==> config.mk <==
export PLATFORM = sky130hd
export DESIGN_NAME = control_pipeline
export DESIGN_NICKNAME = d
export VERILOG_FILES = /design/src/rtl/cpu_ctrl_pkg.sv /design/src/rtl/ctrl_decode.sv /design/src/rtl/control_pipeline.sv
export SDC_FILE = /design/constraint.sdc
export NUM_CORES = 1
export LEC_CHECK = 0
export ABC_AREA = 1
export CORE_MARGIN = 5
export CORE_UTILIZATION = 35
export CTS_CLUSTER_DIAMETER = 80
export DETAILED_ROUTE_END_ITERATION = 8
export PLACE_DENSITY_LB_ADDON = 0.05
export SLEW_MARGIN = 10
export SYNTH_ARGS = -nofsm -noshare
export SYNTH_HDL_FRONTEND = slang
export SYNTH_SLANG_ARGS = --single-unit
==> constraint.sdc <==
create_clock -name clk -period 1.8 [get_ports clk]
set_input_delay 0.36 -clock clk [delete_from_list [all_inputs] [get_ports clk]]
set_output_delay 0.36 -clock clk [all_outputs]
set_load 0.005 [all_outputs]
==> src/rtl/cpu_ctrl_pkg.sv <==
// Shared opcodes, ALU-op encodings and control-word layouts for the control pipeline.
package cpu_ctrl_pkg;

    // Opcode map
    localparam logic [6:0] OpcOpImm  = 7'b0010011;
    localparam logic [6:0] OpcOp     = 7'b0110011;
    localparam logic [6:0] OpcLoad   = 7'b0000011;
    localparam logic [6:0] OpcStore  = 7'b0100011;
    localparam logic [6:0] OpcBranch = 7'b1100011;
    localparam logic [6:0] OpcJal    = 7'b1101111;
    localparam logic [6:0] OpcJalr   = 7'b1100111;
    localparam logic [6:0] OpcLui    = 7'b0110111;
    localparam logic [6:0] OpcAuipc  = 7'b0010111;

    // ALU operation classes
    localparam logic [1:0] AluAdd    = 2'b00;
    localparam logic [1:0] AluBranch = 2'b01;
    localparam logic [1:0] AluFunct  = 2'b10;
    localparam logic [1:0] AluPassB  = 2'b11;

    // Control word, MSB first: {alusrc,memtoreg,regwrite,memread,memwrite,branch,jump,aluop}
    typedef struct packed {
        logic       alusrc;
        logic       memtoreg;
        logic       regwrite;
        logic       memread;
        logic       memwrite;
        logic       branch;
        logic       jump;
        logic [1:0] aluop;
    } ctrl_t;

    // EX/MEM register contents
    typedef struct packed {
        logic       memtoreg;
        logic       regwrite;
        logic       memread;
        logic       memwrite;
        logic [4:0] rd;
    } mem_stage_t;

    // MEM/WB register contents
    typedef struct packed {
        logic       memtoreg;
        logic       regwrite;
        logic [4:0] rd;
    } wb_stage_t;

endpackage

==> src/rtl/ctrl_decode.sv <==
// Combinational opcode decoder: control word, legality and source-register usage.
module ctrl_decode
    import cpu_ctrl_pkg::*;
#(
    parameter bit SUPPORT_JUMP = 1'b0
) (
    input  logic       valid_i,
    input  logic [6:0] opcode_i,
    output ctrl_t      ctrl_o,
    output logic       known_o,
    output logic       rs1_used_o,
    output logic       rs2_used_o
);

    // Opcode table; unknown or invalid instructions yield the all-zero word
    always_comb begin
        ctrl_o  = '0;
        known_o = 1'b1;
        case (opcode_i)
            OpcOpImm: begin
                ctrl_o.alusrc   = 1'b1;
                ctrl_o.regwrite = 1'b1;
                ctrl_o.aluop    = AluFunct;
            end
            OpcOp: begin
                ctrl_o.regwrite = 1'b1;
                ctrl_o.aluop    = AluFunct;
            end
            OpcLoad: begin
                ctrl_o.alusrc   = 1'b1;
                ctrl_o.memtoreg = 1'b1;
                ctrl_o.regwrite = 1'b1;
                ctrl_o.memread  = 1'b1;
                ctrl_o.aluop    = AluAdd;
            end
            OpcStore: begin
                ctrl_o.alusrc   = 1'b1;
                ctrl_o.memwrite = 1'b1;
                ctrl_o.aluop    = AluAdd;
            end
            OpcBranch: begin
                ctrl_o.branch = 1'b1;
                ctrl_o.aluop  = AluBranch;
            end
            OpcJal, OpcJalr: begin
                if (SUPPORT_JUMP) begin
                    ctrl_o.alusrc   = (opcode_i == OpcJalr);
                    ctrl_o.regwrite = 1'b1;
                    ctrl_o.jump     = 1'b1;
                    ctrl_o.aluop    = AluAdd;
                end else begin
                    known_o = 1'b0;
                end
            end
            OpcLui, OpcAuipc: begin
                if (SUPPORT_JUMP) begin
                    ctrl_o.alusrc   = 1'b1;
                    ctrl_o.regwrite = 1'b1;
                    ctrl_o.aluop    = (opcode_i == OpcLui) ? AluPassB : AluAdd;
                end else begin
                    known_o = 1'b0;
                end
            end
            default: known_o = 1'b0;
        endcase
        if (!valid_i) begin
            ctrl_o = '0;
        end
    end

    // Source usage is a property of the opcode format, independent of SUPPORT_JUMP
    always_comb begin
        rs1_used_o = !(opcode_i inside {OpcLui, OpcAuipc, OpcJal});
        rs2_used_o = opcode_i inside {OpcOp, OpcStore, OpcBranch};
    end

endmodule

==> src/rtl/control_pipeline.sv <==
// Three-stage control pipeline (ID/EX, EX/MEM, MEM/WB) with load-use stall,
// flush handling and saturating stall/flush event counters.
module control_pipeline
    import cpu_ctrl_pkg::*;
#(
    parameter bit          SUPPORT_JUMP = 1'b0,
    parameter int unsigned CNT_W        = 16
) (
    input  logic             clk,
    input  logic             rstn,
    input  logic             id_valid,
    input  logic [6:0]       id_opcode,
    input  logic [4:0]       id_rs1,
    input  logic [4:0]       id_rs2,
    input  logic [4:0]       id_rd,
    input  logic             flush,
    output logic             stall,
    output logic             illegal,
    output logic             ex_alusrc,
    output logic [1:0]       ex_aluop,
    output logic             ex_branch,
    output logic             ex_jump,
    output logic             mem_memread,
    output logic             mem_memwrite,
    output logic             wb_memtoreg,
    output logic             wb_regwrite,
    output logic [4:0]       wb_rd,
    output logic [CNT_W-1:0] stall_cnt,
    output logic [CNT_W-1:0] flush_cnt
);

    ctrl_t            id_ctrl;
    logic             id_known;
    logic             id_rs1_used;
    logic             id_rs2_used;
    logic             load_use;

    ctrl_t            idex_ctrl_q, idex_ctrl_d;
    logic [4:0]       idex_rd_q, idex_rd_d;
    mem_stage_t       exmem_q, exmem_d;
    wb_stage_t        memwb_q, memwb_d;
    logic [CNT_W-1:0] stall_cnt_q, stall_cnt_d;
    logic [CNT_W-1:0] flush_cnt_q, flush_cnt_d;

    ctrl_decode #(
        .SUPPORT_JUMP(SUPPORT_JUMP)
    ) u_decode (
        .valid_i   (id_valid),
        .opcode_i  (id_opcode),
        .ctrl_o    (id_ctrl),
        .known_o   (id_known),
        .rs1_used_o(id_rs1_used),
        .rs2_used_o(id_rs2_used)
    );

    // Hazard detection; reset and flush both mask stall and illegal
    always_comb begin
        load_use = idex_ctrl_q.memread && (idex_rd_q != 5'd0) &&
                   ((id_rs1_used && (id_rs1 == idex_rd_q)) ||
                    (id_rs2_used && (id_rs2 == idex_rd_q)));
        stall    = rstn && !flush && id_valid && load_use;
        illegal  = rstn && !flush && id_valid && !id_known;
    end

    // Next-state: bubble injection into ID/EX, stage advance, saturating counters
    always_comb begin
        idex_ctrl_d = id_ctrl;
        idex_rd_d   = id_valid ? id_rd : 5'd0;
        if (stall || flush) begin
            idex_ctrl_d = '0;
            idex_rd_d   = 5'd0;
        end

        exmem_d = '{memtoreg: idex_ctrl_q.memtoreg,
                    regwrite: idex_ctrl_q.regwrite,
                    memread:  idex_ctrl_q.memread,
                    memwrite: idex_ctrl_q.memwrite,
                    rd:       idex_rd_q};
        memwb_d = '{memtoreg: exmem_q.memtoreg,
                    regwrite: exmem_q.regwrite,
                    rd:       exmem_q.rd};

        stall_cnt_d = stall_cnt_q;
        if (stall && (stall_cnt_q != '1)) begin
            stall_cnt_d = stall_cnt_q + CNT_W'(1);
        end
        flush_cnt_d = flush_cnt_q;
        if (flush && (flush_cnt_q != '1)) begin
            flush_cnt_d = flush_cnt_q + CNT_W'(1);
        end
    end

    // State registers with synchronous active-low reset
    always_ff @(posedge clk) begin
        if (!rstn) begin
            idex_ctrl_q <= '0;
            idex_rd_q   <= '0;
            exmem_q     <= '0;
            memwb_q     <= '0;
            stall_cnt_q <= '0;
            flush_cnt_q <= '0;
        end else begin
            idex_ctrl_q <= idex_ctrl_d;
            idex_rd_q   <= idex_rd_d;
            exmem_q     <= exmem_d;
            memwb_q     <= memwb_d;
            stall_cnt_q <= stall_cnt_d;
            flush_cnt_q <= flush_cnt_d;
        end
    end

    // Registered outputs
    always_comb begin
        ex_alusrc    = idex_ctrl_q.alusrc;
        ex_aluop     = idex_ctrl_q.aluop;
        ex_branch    = idex_ctrl_q.branch;
        ex_jump      = idex_ctrl_q.jump;
        mem_memread  = exmem_q.memread;
        mem_memwrite = exmem_q.memwrite;
        wb_memtoreg  = memwb_q.memtoreg;
        wb_regwrite  = memwb_q.regwrite;
        wb_rd        = memwb_q.rd;
        stall_cnt    = stall_cnt_q;
        flush_cnt    = flush_cnt_q;
    end

endmodule

==> summary.txt <==
Timing
  • Clock skew: 0.008155 ns
  • Setup-failing EPs final: 0
  • Max Slew Vio Count: 0
  • Total Neg Setup Slack: 0 ns
  • Final Hold Violating Endpoints: 0
  • RSZ-0062 raised after global routing: yes
  • F_max: 569.6 MHz
  • Tmin final: approximately 1.8 ns
  • PnR worst setup slack: 0.04443 ns
  • Final worst path period share: 0.9753

Pwr
  • Power per cell area: 603.6 nW/µm²
  • Peak VDD IR: 0.0002833 V
  • Static Leak: 0.002085 µW

Detailed routing
  • DRC: 0
  • WL per Instance: 11.64 µm
  • Drt pass-1 iters: 4
  • Vias per inst: 4.489
  • Vias: 3,039
  • Initial drt markers: 59
  • Routed Wire Length: 7881 µm
  • ANT nets after route: 0

Global route
  • Largest net degree at the start of global routing: 39
  • Vias in the first global route: 2,924
  • GR Overflow Total: 0
  • Global-route wire length before repair: between 10,000 and 15,000 µm
  • Antenna violations before repair: 0
  • Total track usage: 0.1582

CTS
  • Clk_lat worst skew: 0.34 ns
  • H-tree Lvls: 3
  • Clock buffer depth: 2
  • TritonCTS Sinks: 58
  • CTS root buffer: clkbuf_8
  • Clock-pin slew on the worst setup and hold paths: around 0.060 ns
  • CTS Buf Count: 9
  • CTS tree: built

Place
  • GP Congestion: just over 0.8
  • Pre-CTS WS: -0.5878 ns
  • Post-Place Cells: about 660
  • Port buffer count: 72
  • Post-placement cell area: between 4000 and 5000 µm²
  • Detail Placement HPWL: 5789 µm

Synthesis
  • Synthesized flop and latch total: 58
  • Syn_area_per_cell: 6.723 µm²
  • Synthesized instance count: 450
  • Post-synthesis sequential area ratio: 0.3838
  • Synthesized cell area: around 3000 µm²
  • Post-synthesis cell type count: 37
  • Syn Nets: 478
  • Synthesis Warnings: 0

Layout
  • Post-Layout Cell Count: between 600 and 700
  • Layout cell share with drive strength beyond 1: 0.1880
  • Layout Area Growth over Synthesis: 44.54%
  • Commonest non-fill, non-tap cell in the layout: nand2_1
  • Most frequent cells in the layout: nand2_1, inv_1, nor2_1
  • Antenna Cells: 0
  • Fin util: 0.5114
  • Fillcell total: 870
  • Final net count: a little under 600
  • Final instance area: 4373 µm²

Setup path
  • Endpoint type of the worst setup path: primary output
  • Worst EP required: 1.44 ns
  • Crit path DAT: 1.40 ns
  • R2R depth: 10
  • Crit Path Max Fanout: 4
  • Crit Path Class: reg -> out
  • CP startpoint kind: flop

Run
  • Max_cap viols: 0

Die
  • Initial Utilization: 0.3538
  • Core area: 8551 µm²
  • Die Width: 103.0 µm
  • Row cnt: 34
  • IO Count: 74
  • Die height: 103.0 µm
  • Die ar.: 10,600 µm²

Run status
  • Outcome: completed

Hold path
  • Hold depth: 2
  • Hold crit path type: reg -> reg
[per-stage QoR]
step / power, µW / hold WS [ns]
2_1_floorplan: 1425 / 0.3905
3_3_place_gp: 1547 / 0.3931
3_5_place_dp: 1548 / 0.3997
4_1_cts: 2689 / 0.4142
5_1_grt: 2758 / 0.4338
6_report: 2640 / 0.4083
[final timing paths]
path / from / end / slack, ns
min: exmem_q[3] / wb_rd[3] / 0.41
max: idex_rd_q[0] / stall / 0.04
min reg2reg: exmem_q[3] / wb_rd[3] / 0.41
max reg2reg: idex_rd_q[0] / exmem_d[6] / 0.19
[final cells by class]
cell class | instances | area (µm²) | share of cell area
timing repair buffer | 114 | 1023 | 0.2340
multi-input combinational | 287 | 1503 | 0.3436
tap | 108 | 135.1 | 0.03090
clock buffer | 14 | 172.7 | 0.03949
clock inverter | 2 | 10.01 | 0.002289
sequential | 58 | 1176 | 0.2690
inverter | 94 | 352.8 | 0.08069
[registers in the layout (all words and copies together) (netlist names), 3 cells and up]
name	count
exmem_q	6
stall_cnt	16
exmem_d	3
wb_rd	5
idex_rd_q	5
flush_cnt	16
[timing repair]
item	CTS	global route
gates resized for setup	41	14
endpoints found under the setup margin	2	16
hold buffers	0	0
buffers inserted	4	3
pin swaps	17	11
[routing by layer]
| layer | track usage | part of all wire | wire (µm) | up-vias |
|---|---|---|---|---|
| met4 | 0.07869 | 0.022 | 174 | 0 |
| met5 | 0 | 0 | 0 | - |
| met2 | 0.2565 | 0.46 | 3635 | 56 |
| li1 | - | - | - | 1603 |
| met1 | 0.1993 | 0.47 | 3729 | 1366 |
| met3 | 0.03180 | 0.043 | 342 | 14 |
[synth_stat cells]
cell / instances / area (µm²)
inv_2: 7 / 26.28
ha_1: 2 / 25.02
a21oi_1: 13 / 65.06
and3_1: 1 / 6.260
nor4_1: 1 / 6.260
and2_1: 1 / 6.260
nand4_4: 2 / 42.54
o211ai_1: 2 / 15.01
buf_2: 3 / 15.01
o21ai_1: 4 / 20.02
nand3_2: 2 / 20.02
nor3_1: 7 / 35.03
nor2_2: 6 / 37.54
nor2_1: 62 / 232.7
xnor2_1: 3 / 26.28
nand3b_1: 1 / 7.510
clkinv_1: 2 / 7.510
nand3_4: 1 / 17.52
clkbuf_1: 3 / 11.26
nor3_4: 1 / 16.27
a21oi_2: 1 / 8.760
nand4_1: 17 / 106.4
buf_6: 3 / 33.78
nand2_1: 109 / 409.1
o21ai_0: 9 / 45.04
nand4_2: 3 / 37.54
o21bai_1: 2 / 15.01
inv_1: 85 / 319.1
o22ai_1: 1 / 6.260
nor3b_1: 2 / 15.01
nand3_1: 19 / 95.09
xor2_1: 9 / 78.83
conb_1: 1 / 3.750
nor2_4: 1 / 11.26
dfxtp_1: 58 / 1161
nand2_2: 4 / 25.02
buf_4: 2 / 15.01
[kinds of logic after synthesis]
group | share of synthesized area
simple gates | 0.3726
buf+inv | 0.1414
flops | 0.3838
compound gates | 0.05790
xor+xnor | 0.03474
fa+ha+maj | 0.008270
other cells | 0.001240
[report_power, final]
part	switching (µW)	leakage, µW	internal, µW
Sequential	8.97	0.000472	1290
Combinational	109	0.00152	111
Clock	510	0.0000965	609
Total	628	0.00208	2010
[worst max-delay path, cell delays in order, from the launching register on]
cell and delay [ns]:
dfxtp_4 0.38, xnor2_2 0.10, nand2_1 0.09, nor2_2 0.10, nand3_2 0.10, nand2_2 0.08, nand3_2 0.07, inv_2 0.06
buf_6 0.08
No activity file was read; power rests on OpenSTA's default activity.
